File: config.mk
export PLATFORM = sky130hd
export DESIGN_NAME = fifo_wr_arbiter
export DESIGN_NICKNAME = d
export VERILOG_FILES = /design/src/rtl/fifo_arb_pkg.sv /design/src/rtl/fifo_wr_arbiter_rr_picker.sv /design/src/rtl/fifo_wr_arbiter.sv
export SDC_FILE = /design/constraint.sdc
export NUM_CORES = 1
export LEC_CHECK = 0
export CAP_MARGIN = 5
export CORE_MARGIN = 8
export CORE_UTILIZATION = 40
export DETAILED_ROUTE_END_ITERATION = 12
export PLACE_DENSITY = 0.85
export SLEW_MARGIN = 20
export SYNTH_ARGS = -nofsm -noshare
export SYNTH_HDL_FRONTEND = slang
export SYNTH_HIERARCHICAL = 1
export SYNTH_SLANG_ARGS = --single-unit
File: constraint.sdc
create_clock -name clk -period 3 [get_ports clk]
set_input_delay 0.45 -clock clk [delete_from_list [all_inputs] [get_ports clk]]
set_output_delay 0.45 -clock clk [all_outputs]
set_load 0.005 [all_outputs]
File: src/rtl/fifo_arb_pkg.sv
// Shared types and helpers for the FIFO write-port arbiter.
// Optional statistics are enabled by defining FIFO_ARB_STATS_EN.
package fifo_arb_pkg;

  typedef enum logic {
    IDLE  = 1'b0,
    BURST = 1'b1
  } arb_state_e;

  // $clog2 that never returns zero, so a 1-entry range still gets a 1-bit field.
  function automatic int clog2_min1(input int value);
    return (value <= 2) ? 1 : $clog2(value);
  endfunction

endpackage

File: src/rtl/fifo_wr_arbiter_rr_picker.sv
// Round-robin scan: first valid requester starting at ptr_i, wrapping modulo N_REQ.
// Purely combinational; the arbiter consults it only while idle.
module rr_picker #(
  parameter int N_REQ = 4,
  parameter int PTR_W = 2
) (
  input  logic [N_REQ-1:0] valid_i,
  input  logic [PTR_W-1:0] ptr_i,
  output logic [N_REQ-1:0] grant_o,
  output logic [PTR_W-1:0] idx_o,
  output logic             any_valid_o
);

  logic [PTR_W-1:0] cand_s;

  // Scan candidates in priority order and latch the first hit.
  always_comb begin
    grant_o     = '0;
    idx_o       = '0;
    any_valid_o = 1'b0;
    cand_s      = '0;
    for (int k = 0; k < N_REQ; k++) begin
      cand_s = PTR_W'((int'(ptr_i) + k) % N_REQ);
      if (!any_valid_o && valid_i[cand_s]) begin
        any_valid_o = 1'b1;
        idx_o       = cand_s;
      end else begin
        any_valid_o = any_valid_o;
      end
    end
    grant_o = any_valid_o ? (N_REQ'(1) << idx_o) : '0;
  end

endmodule

File: src/rtl/fifo_wr_arbiter.sv
// Round-robin burst arbiter sharing one FIFO write port among N_REQ producers.
// Define FIFO_ARB_STATS_EN to add per-requester saturating beat counters (beat_cnt).
module fifo_wr_arbiter
  import fifo_arb_pkg::*;
#(
  parameter int N_REQ      = 4,
  parameter int DATA_WIDTH = 8,
  parameter int MAX_BURST  = 4
) (
  input  logic                        clk,
  input  logic                        rst_n,
  input  logic [N_REQ-1:0]            req_valid,
  input  logic [N_REQ*DATA_WIDTH-1:0] req_data,
  output logic [N_REQ-1:0]            req_ready,
  output logic                        fifo_w_en,
  output logic [DATA_WIDTH-1:0]       fifo_data_in,
  input  logic                        fifo_full
`ifdef FIFO_ARB_STATS_EN
  ,
  output logic [N_REQ*16-1:0]         beat_cnt
`endif
);

  localparam int PTR_W = clog2_min1(N_REQ);
  localparam int CNT_W = clog2_min1(MAX_BURST + 1);

  arb_state_e       state_q, state_d;
  logic [PTR_W-1:0] rr_ptr_q, rr_ptr_d;
  logic [PTR_W-1:0] owner_q, owner_d;
  logic [CNT_W-1:0] burst_cnt_q, burst_cnt_d;
  logic [CNT_W-1:0] burst_inc_s;

  logic [N_REQ-1:0] pick_grant_s;
  logic [PTR_W-1:0] pick_idx_s;
  logic             pick_any_s;
  logic [PTR_W-1:0] grant_idx_s;
  logic             grant_any_s;
  logic             can_write_s;

  function automatic logic [PTR_W-1:0] ptr_next(input logic [PTR_W-1:0] p);
    return PTR_W'((int'(p) + 1) % N_REQ);
  endfunction

  rr_picker #(
    .N_REQ(N_REQ),
    .PTR_W(PTR_W)
  ) u_picker (
    .valid_i    (req_valid),
    .ptr_i      (rr_ptr_q),
    .grant_o    (pick_grant_s),
    .idx_o      (pick_idx_s),
    .any_valid_o(pick_any_s)
  );

  // No write may happen while reset is asserted, so rst_n also gates acceptance.
  assign can_write_s = rst_n & ~fifo_full;
  assign burst_inc_s = burst_cnt_q + CNT_W'(1);

  // Next-state, grant and pointer update logic.
  always_comb begin
    state_d     = state_q;
    rr_ptr_d    = rr_ptr_q;
    owner_d     = owner_q;
    burst_cnt_d = burst_cnt_q;
    req_ready   = '0;
    grant_idx_s = owner_q;
    grant_any_s = 1'b0;
    case (state_q)
      IDLE: begin
        if (pick_any_s && can_write_s) begin
          req_ready   = pick_grant_s;
          grant_idx_s = pick_idx_s;
          grant_any_s = 1'b1;
          if (MAX_BURST > 1) begin
            owner_d     = pick_idx_s;
            burst_cnt_d = CNT_W'(1);
            state_d     = BURST;
          end else begin
            rr_ptr_d = ptr_next(pick_idx_s);
          end
        end else begin
          state_d = IDLE;
        end
      end
      BURST: begin
        if (!req_valid[owner_q]) begin
          state_d     = IDLE;
          rr_ptr_d    = ptr_next(owner_q);
          burst_cnt_d = '0;
        end else if (can_write_s) begin
          req_ready[owner_q] = 1'b1;
          grant_any_s        = 1'b1;
          if (burst_inc_s == CNT_W'(MAX_BURST)) begin
            state_d     = IDLE;
            rr_ptr_d    = ptr_next(owner_q);
            burst_cnt_d = '0;
          end else begin
            burst_cnt_d = burst_inc_s;
          end
        end else begin
          state_d = BURST;
        end
      end
      default: begin
        state_d     = IDLE;
        burst_cnt_d = '0;
      end
    endcase
  end

  // FSM, pointer, owner and burst-length registers.
  always_ff @(posedge clk or negedge rst_n) begin
    if (!rst_n) begin
      state_q     <= IDLE;
      rr_ptr_q    <= '0;
      owner_q     <= '0;
      burst_cnt_q <= '0;
    end else begin
      state_q     <= state_d;
      rr_ptr_q    <= rr_ptr_d;
      owner_q     <= owner_d;
      burst_cnt_q <= burst_cnt_d;
    end
  end

  assign fifo_w_en    = |req_ready;
  assign fifo_data_in = grant_any_s ? req_data[int'(grant_idx_s)*DATA_WIDTH +: DATA_WIDTH]
                                    : {DATA_WIDTH{1'b0}};

`ifdef FIFO_ARB_STATS_EN
  for (genvar g = 0; g < N_REQ; g++) begin : g_stats
    logic [15:0] cnt_q;

    // Saturating count of accepted beats for requester g.
    always_ff @(posedge clk or negedge rst_n) begin
      if (!rst_n) begin
        cnt_q <= 16'h0000;
      end else if (req_ready[g] && (cnt_q != 16'hFFFF)) begin
        cnt_q <= cnt_q + 16'h0001;
      end
    end

    assign beat_cnt[g*16 +: 16] = cnt_q;
  end
`endif

endmodule

* Word level (Yosys, flattened, before mapping)
Cells that the tools add are included.
Widths: inputs -> output; s select.
** Storage, ports and cells
- Output and inout bits :: 13
- Register bits after elaboration :: 8
- Logic and storage cells :: 80
** Cells by class
- Magnitude comparators :: 6
- Muxes and demuxes :: 45
- Reduce and logical (&&, ||, !) cells :: 11
- Equal/unequal tests :: 4
- Bitwise operators :: 3
- $add $sub $neg :: 5
- Shift operators :: 2
** Operator list (count)
- $shiftx 32x6->8 :: 1
- $mux 2 :: 10
- $mux 1 :: 16
- $mux 4 :: 4
- $lt 2x3->1 const B :: 5
- $mux 3 :: 4
- $bmux 1 s2 :: 5
- $mux 8 :: 1
- $pmux 4 s2 :: 1
- $pmux 3 s2 :: 1
- $logic_and 1x1->1 :: 5
- $add 2x1->2 const B :: 2
- $add 2x2->2 const B :: 2
- $pmux 1 s2 :: 2
- $reduce_or 4->1 :: 1
- $shl 1x2->4 const A :: 1
- $add 3x1->3 const B :: 1
- $eq 3x3->1 const B :: 1
- $logic_not 1->1 :: 3
- $ne 3x2->1 const B :: 1
- $ne 3x3->1 const B :: 1
- $reduce_and 3->1 :: 1
- $demux 1 s2 :: 1
- $ge 2x1->1 const B :: 1
- 4 further kinds :: 5

* Longest topological paths before layout
- Word-level depth :: 17
- Depth in mapped cells :: 8
- Gate-level depth less buffers :: 6

* By module
Netlist, hierarchy kept.
** By module, submodules not included
- fifo_wr_arbiter :: area an instance 845.8 um^2, cells each 75, instances 1, seq. area each 200.2 um^2
- rr_picker :: area an instance 182.7 um^2, cells each 32, instances 1, seq. area each 0.0 um^2

* Least setup slack after synthesis
OpenSTA, ideal clock, no wires.
- Path kind :: in2out
- Start :: in req_valid[1]
- End :: out fifo_data_in[0]
- Setup slack :: 0.330 ns
- Data arrival time :: 2.220 ns
- Stages on the path :: 8
- Cells stage by stage :: buf_2 -> nor2_1 -> nand2_1 -> and4bb_1 -> buf_6 -> mux2i_4 -> mux4_1 -> nor2b_1
** On the way
- Word-level cells in the longest chain between the ends :: 17
** RTL lines
- start: declaration :: RTL line fifo_wr_arbiter.sv:12 : input logic [N_REQ-1:0] req_valid,
- $bmux 1 s2 :: RTL line fifo_wr_arbiter_rr_picker.sv:24 : if (!any_valid_o && valid_i[cand_s]) begin
- $mux 1 (not written as such) :: RTL line fifo_wr_arbiter_rr_picker.sv:24
- $mux 1 :: RTL line fifo_wr_arbiter_rr_picker.sv:24
- $logic_not 1->1 :: RTL line fifo_wr_arbiter_rr_picker.sv:24
- $logic_and 1x1->1 :: RTL line fifo_wr_arbiter_rr_picker.sv:24
- $mux 1 :: RTL line fifo_wr_arbiter_rr_picker.sv:24
- $logic_not 1->1 :: RTL line fifo_wr_arbiter_rr_picker.sv:24
- $logic_and 1x1->1 :: RTL line fifo_wr_arbiter_rr_picker.sv:24
- [... 2 more ...]
- $logic_and 1x1->1 :: RTL line fifo_wr_arbiter_rr_picker.sv:24
- $mux 1 (*) :: RTL line fifo_wr_arbiter_rr_picker.sv:24
- via pick_any_s :: RTL line fifo_wr_arbiter.sv:35 : logic pick_any_s;
- $logic_and 1x1->1 (*) :: RTL line fifo_wr_arbiter.sv:70 : if (pick_any_s && can_write_s) begin
- $mux 2 :: RTL line fifo_wr_arbiter.sv:70
- $mux 2 :: RTL line fifo_wr_arbiter.sv:68 : case (state_q)
- $shiftx 32x6->8 :: RTL line fifo_wr_arbiter.sv:127 : assign fifo_data_in = grant_any_s ? req_data[int'(grant_idx_s)*DATA_WIDTH +: DATA_WIDTH]
- $mux 8 (*) :: RTL line fifo_wr_arbiter.sv:127
- end: declaration :: RTL line fifo_wr_arbiter.sv:16 : output logic [DATA_WIDTH-1:0] fifo_data_in,
The timed path passes the listed nets; every way through them passes the cells marked *. The select of a mux whose other input is x is not followed.

* Final worst setup path
- Start :: in req_valid[1]
- End :: out fifo_data_in[1]
** RTL lines
- $bmux 1 s2 :: RTL line fifo_wr_arbiter_rr_picker.sv:24
- $mux 1 (not written as such) :: RTL line fifo_wr_arbiter_rr_picker.sv:24
- $mux 1 :: RTL line fifo_wr_arbiter_rr_picker.sv:24
- $logic_not 1->1 :: RTL line fifo_wr_arbiter_rr_picker.sv:24
- $logic_and 1x1->1 :: RTL line fifo_wr_arbiter_rr_picker.sv:24
- $mux 1 :: RTL line fifo_wr_arbiter_rr_picker.sv:24
- $logic_not 1->1 :: RTL line fifo_wr_arbiter_rr_picker.sv:24
- $logic_and 1x1->1 :: RTL line fifo_wr_arbiter_rr_picker.sv:24
- $mux 1 :: RTL line fifo_wr_arbiter_rr_picker.sv:24
- $logic_not 1->1 :: RTL line fifo_wr_arbiter_rr_picker.sv:24
- $logic_and 1x1->1 :: RTL line fifo_wr_arbiter_rr_picker.sv:24
- $mux 2 (*) :: RTL line fifo_wr_arbiter_rr_picker.sv:24
- via pick_idx_s[0] :: RTL line fifo_wr_arbiter.sv:34 : logic [PTR_W-1:0] pick_idx_s;
- $mux 2 (*) :: RTL line fifo_wr_arbiter.sv:70
- $mux 2 (*) :: RTL line fifo_wr_arbiter.sv:68
- $shiftx 32x6->8 (*) :: RTL line fifo_wr_arbiter.sv:127
- $mux 8 (*) :: RTL line fifo_wr_arbiter.sv:127
Marks and branches as above.

==> impl_summary.log <==
[metrics] count of pins over their slew limit: 0
[metrics] leakage power total: 0.0007827 uW
[metrics] Ant. Diodes: 0
[metrics] via-per-instance ratio: about 5.4
[metrics] Max-Slew Margin vs Limit: between 70 and 80%
[metrics] flip-flop and latch count after synthesis: 8
[metrics] max-capacitance violation count: 0
[metrics] Post-CTS Hold Buffers: 0
[metrics] initial core utilization: about two fifths
[metrics] initial detailed-routing violation count: 33
[metrics] run status: finished clean
[metrics] Fin Clk Skew: approximately 0.0010 ns
[metrics] post-DR wirelength/cell: between 15 and 20 um
[metrics] total power per unit cell area: a little over 600 nW/um^2
[metrics] total detailed-routing wirelength: around 3400 um
[metrics] TritonCTS clock tree: yes
[metrics] Die Area: about 4400 sq um
[metrics] width of the die: approximately 67 um
[metrics] Worst Path Required: roughly 2.6 ns
[metrics] number of synthesized flops with an enable pin: 0
[metrics] layout overhead on the synthesized area: 68.73%
[metrics] number of antenna violations at the first check in global routing: 0
[metrics] VDD IR max: approximately 0.37 mV
[metrics] Final Setup Violations: 0
[metrics] count of placed standard cells in the final layout, fillers left out: between 200 and 250
[metrics] overflow left after global routing: 0
[metrics] clock root buffer master: sky130_fd_sc_hd__clkbuf_4
[metrics] via count of the first global-routing pass: ~1300
[metrics] die height: between 60 and 70 um
[metrics] hold slack: around 0.29 ns
[metrics] largest net degree at the start of global routing: 13
[metrics] remaining routing DRC violations: 0
[metrics] fin crit share: between 90% and 100%
[metrics] Synth warnings: 6
[metrics] Filler cells: 183
[metrics] post-DP HPWL: between 2000 and 3000 um
[metrics] Std-Cell Rows: 18
[metrics] fraction of registers with async set or reset after synthesis: 100.0%
[metrics] setup repair after global routing missed its margin: no
[metrics] Post-layout nets: ~220
[metrics] number of clock buffers inserted by TritonCTS: 3
[metrics] kind of start point of the critical path: input pin
[metrics] wire length of the first global-routing pass: approximately 5700 um
[metrics] cell area after technology mapping: approximately 1000 sq um
[metrics] Cell variety after synth: 35
[metrics] classification of the worst setup path: in2out
[metrics] CP max FO: 8
[metrics] placed cell count: a little under 200
[metrics] most frequently used flop master after synthesis: sky130_fd_sc_hd__dfrtp_1
[metrics] Max H-tree Level: 1
[metrics] synthesized instance count: approximately 110
[metrics] Routed Antenna Nets: 0
[metrics] net count of the mapped netlist: about 150
[metrics] count of input and output buffers: 51
[metrics] sequential fraction of the synthesis area: between 10% and 20%
[metrics] cell area after placement: roughly 1700 sq um
[metrics] Clock Sink Count: 8
[metrics] Core Box Area: 2455 sq um
[metrics] PnR worst setup slack: 0.09876 ns
[metrics] Final Hold Viols: 0
[metrics] path class of the lowest-slack min-delay path: in2async
[metrics] worst-margin pin slew: between 0.3 and 0.4 ns
[metrics] maximum achievable frequency: 344.7 MHz
[metrics] weighted congestion at the end of routability-driven global placement: about 0.85
[metrics] final instance area: 1735 sq um
[metrics] post-layout minimum cycle time: 2.901 ns
[metrics] worst slack, placed: -0.4340 ns
[metrics] average instance area after synthesis: 9.612 sq um
[metrics] kind of end point of the critical path: output pin
[metrics] signal arrival time at the worst endpoint: about 2.5 ns
[metrics] top-level port count: between 50 and 60
[metrics] clock transition at the register clock pins on the worst setup and hold paths after CTS: about 0.05 ns
[metrics] ratio of cells with drive above 1 in the final layout: between 20% and 30%
[metrics] Clock Latency Late Sink: 0.24 ns
[metrics] maximum number of buffers from clock root to sink: 2
[metrics] overall track demand over capacity in global routing: between 10% and 20%
[metrics] drt first pass iters: 4
[metrics] vias after detailed routing: approximately 1100
==> metrics by stage <==
step	setup TNS, ns	power [uW]	util [%]
floorplan	0	647.0	-
global placement	-3.169	887.4	68.35
detailed placement	-3.449	923.2	68.35
CTS	0	1074	70.54
global route	0	1170	70.69
finish	0	1082	70.69
==> cells in the mapped netlist, drive strengths merged, types with 4 or more instances <==
library cell	instances	area, sq um
mux4	9	225.2
nand2b	4	27.53
dfrtp	8	200.2
a21oi	7	38.79
inv	9	33.78
nor2	5	18.77
nor2b	11	68.82
nand4	4	25.02
ha	7	87.58
nand2	13	48.80
mux2	4	45.04
==> worst paths after layout <==
check	to	startpoint	slack, ns	cells past startpoint
max	fifo_data_in[1]	req_valid[1]	0.1	11
min	burst_cnt_q[0]	rst_n	0.29	2
max reg2reg	rr_ptr_q[1]	owner_q[0]	0.75	6
min reg2reg	burst_cnt_q[1]	burst_cnt_q[1]	0.51	1
max in group asynchronous	rr_ptr_q[0]	rst_n	2.58	2
min in group clk	burst_cnt_q[1]	burst_cnt_q[1]	0.51	1
==> kinds of logic (layout without fill, tap and decap cells) <==
group / after synthesis / count (layout) / share of synthesized area [%]
simple gates: 42 / 42 / 21.90
buf+inv: 14 / 83 / 6.326
fa+ha+maj: 7 / 7 / 8.515
compound gates: 22 / 22 / 15.33
mux: 14 / 14 / 28.47
flops: 8 / 8 / 19.46
==> cells in the final DEF, fill, tap and decap left out, types with 3 or more instances in the layout <==
cell                              instances
sky130_fd_sc_hd__buf_4                   16
sky130_fd_sc_hd__nor2_1                   4
sky130_fd_sc_hd__mux4_1                   3
sky130_fd_sc_hd__dfrtp_1                  8
sky130_fd_sc_hd__nand2_1                 13
sky130_fd_sc_hd__inv_1                    9
sky130_fd_sc_hd__mux4_2                   6
sky130_fd_sc_hd__ha_1                     7
sky130_fd_sc_hd__clkbuf_4                 3
sky130_fd_sc_hd__buf_2                    4
sky130_fd_sc_hd__nand4_1                  4
sky130_fd_sc_hd__dlygate4sd2_1            4
sky130_fd_sc_hd__mux2_2                   3
sky130_fd_sc_hd__clkdlybuf4s50_1         36
sky130_fd_sc_hd__clkdlybuf4s15_1          6
sky130_fd_sc_hd__a21oi_1                  5
sky130_fd_sc_hd__nor2b_1                 10
==> registers in the layout (all words and copies together), names as in the netlist <==
| name | cells |
|---|---|
| burst_cnt_q | 3 |
| owner_q | 2 |
| rr_ptr_q | 2 |
| state_q | 1 |
==> critical path, stage by stage <==
cell,delay [ns]
sky130_fd_sc_hd__clkdlybuf4s15_1,0.22
sky130_fd_sc_hd__buf_6,0.16
sky130_fd_sc_hd__nand2b_1,0.15
sky130_fd_sc_hd__a21oi_2,0.15
sky130_fd_sc_hd__a211oi_2,0.07
sky130_fd_sc_hd__mux2i_4,0.18
sky130_fd_sc_hd__buf_12,0.15
sky130_fd_sc_hd__buf_12,0.10
sky130_fd_sc_hd__mux4_1,0.53
sky130_fd_sc_hd__nor2b_1,0.14
sky130_fd_sc_hd__buf_2,0.14
==> report_power, final <==
| group | internal, uW | switching (uW) |
|---|---|---|
| Clock | 45.4 | 31.5 |
| Sequential | 153 | 81.8 |
| Combinational | 477 | 293 |
| Total | 675 | 406 |
==> final cells by class <==
cell class	instances	area (sq um)	area share, %
Tap cell	30	37.54	2.163
Multi-Input combinational cell	85	772.0	44.48
Inverter	9	33.78	1.947
Sequential cell	8	200.2	11.54
Clock buffer	3	22.52	1.298
Timing Repair Buffer	71	669.4	38.57
==> metal layers <==
layer,up-vias,routed length [um],GRT usage [%],part of all wire [%]
met4,0,42,6.400,1.2
met2,54,1646,29.63,48
met3,4,330,5.201,9.6
li1,536,-,-,-
met5,-,0,0,0
met1,510,1429,17.21,41
==> what timing repair did <==
item / 4_1_cts / 5_1_grt
cloned: 0 / 0
hold endpoints to repair: 0 / 0
pin swaps: 5 / 4
buffers inserted: 5 / 0
endpoints found under the setup margin: 9 / 8
resized for setup: 39 / 7
No activity file was read; power rests on OpenSTA's default activity.
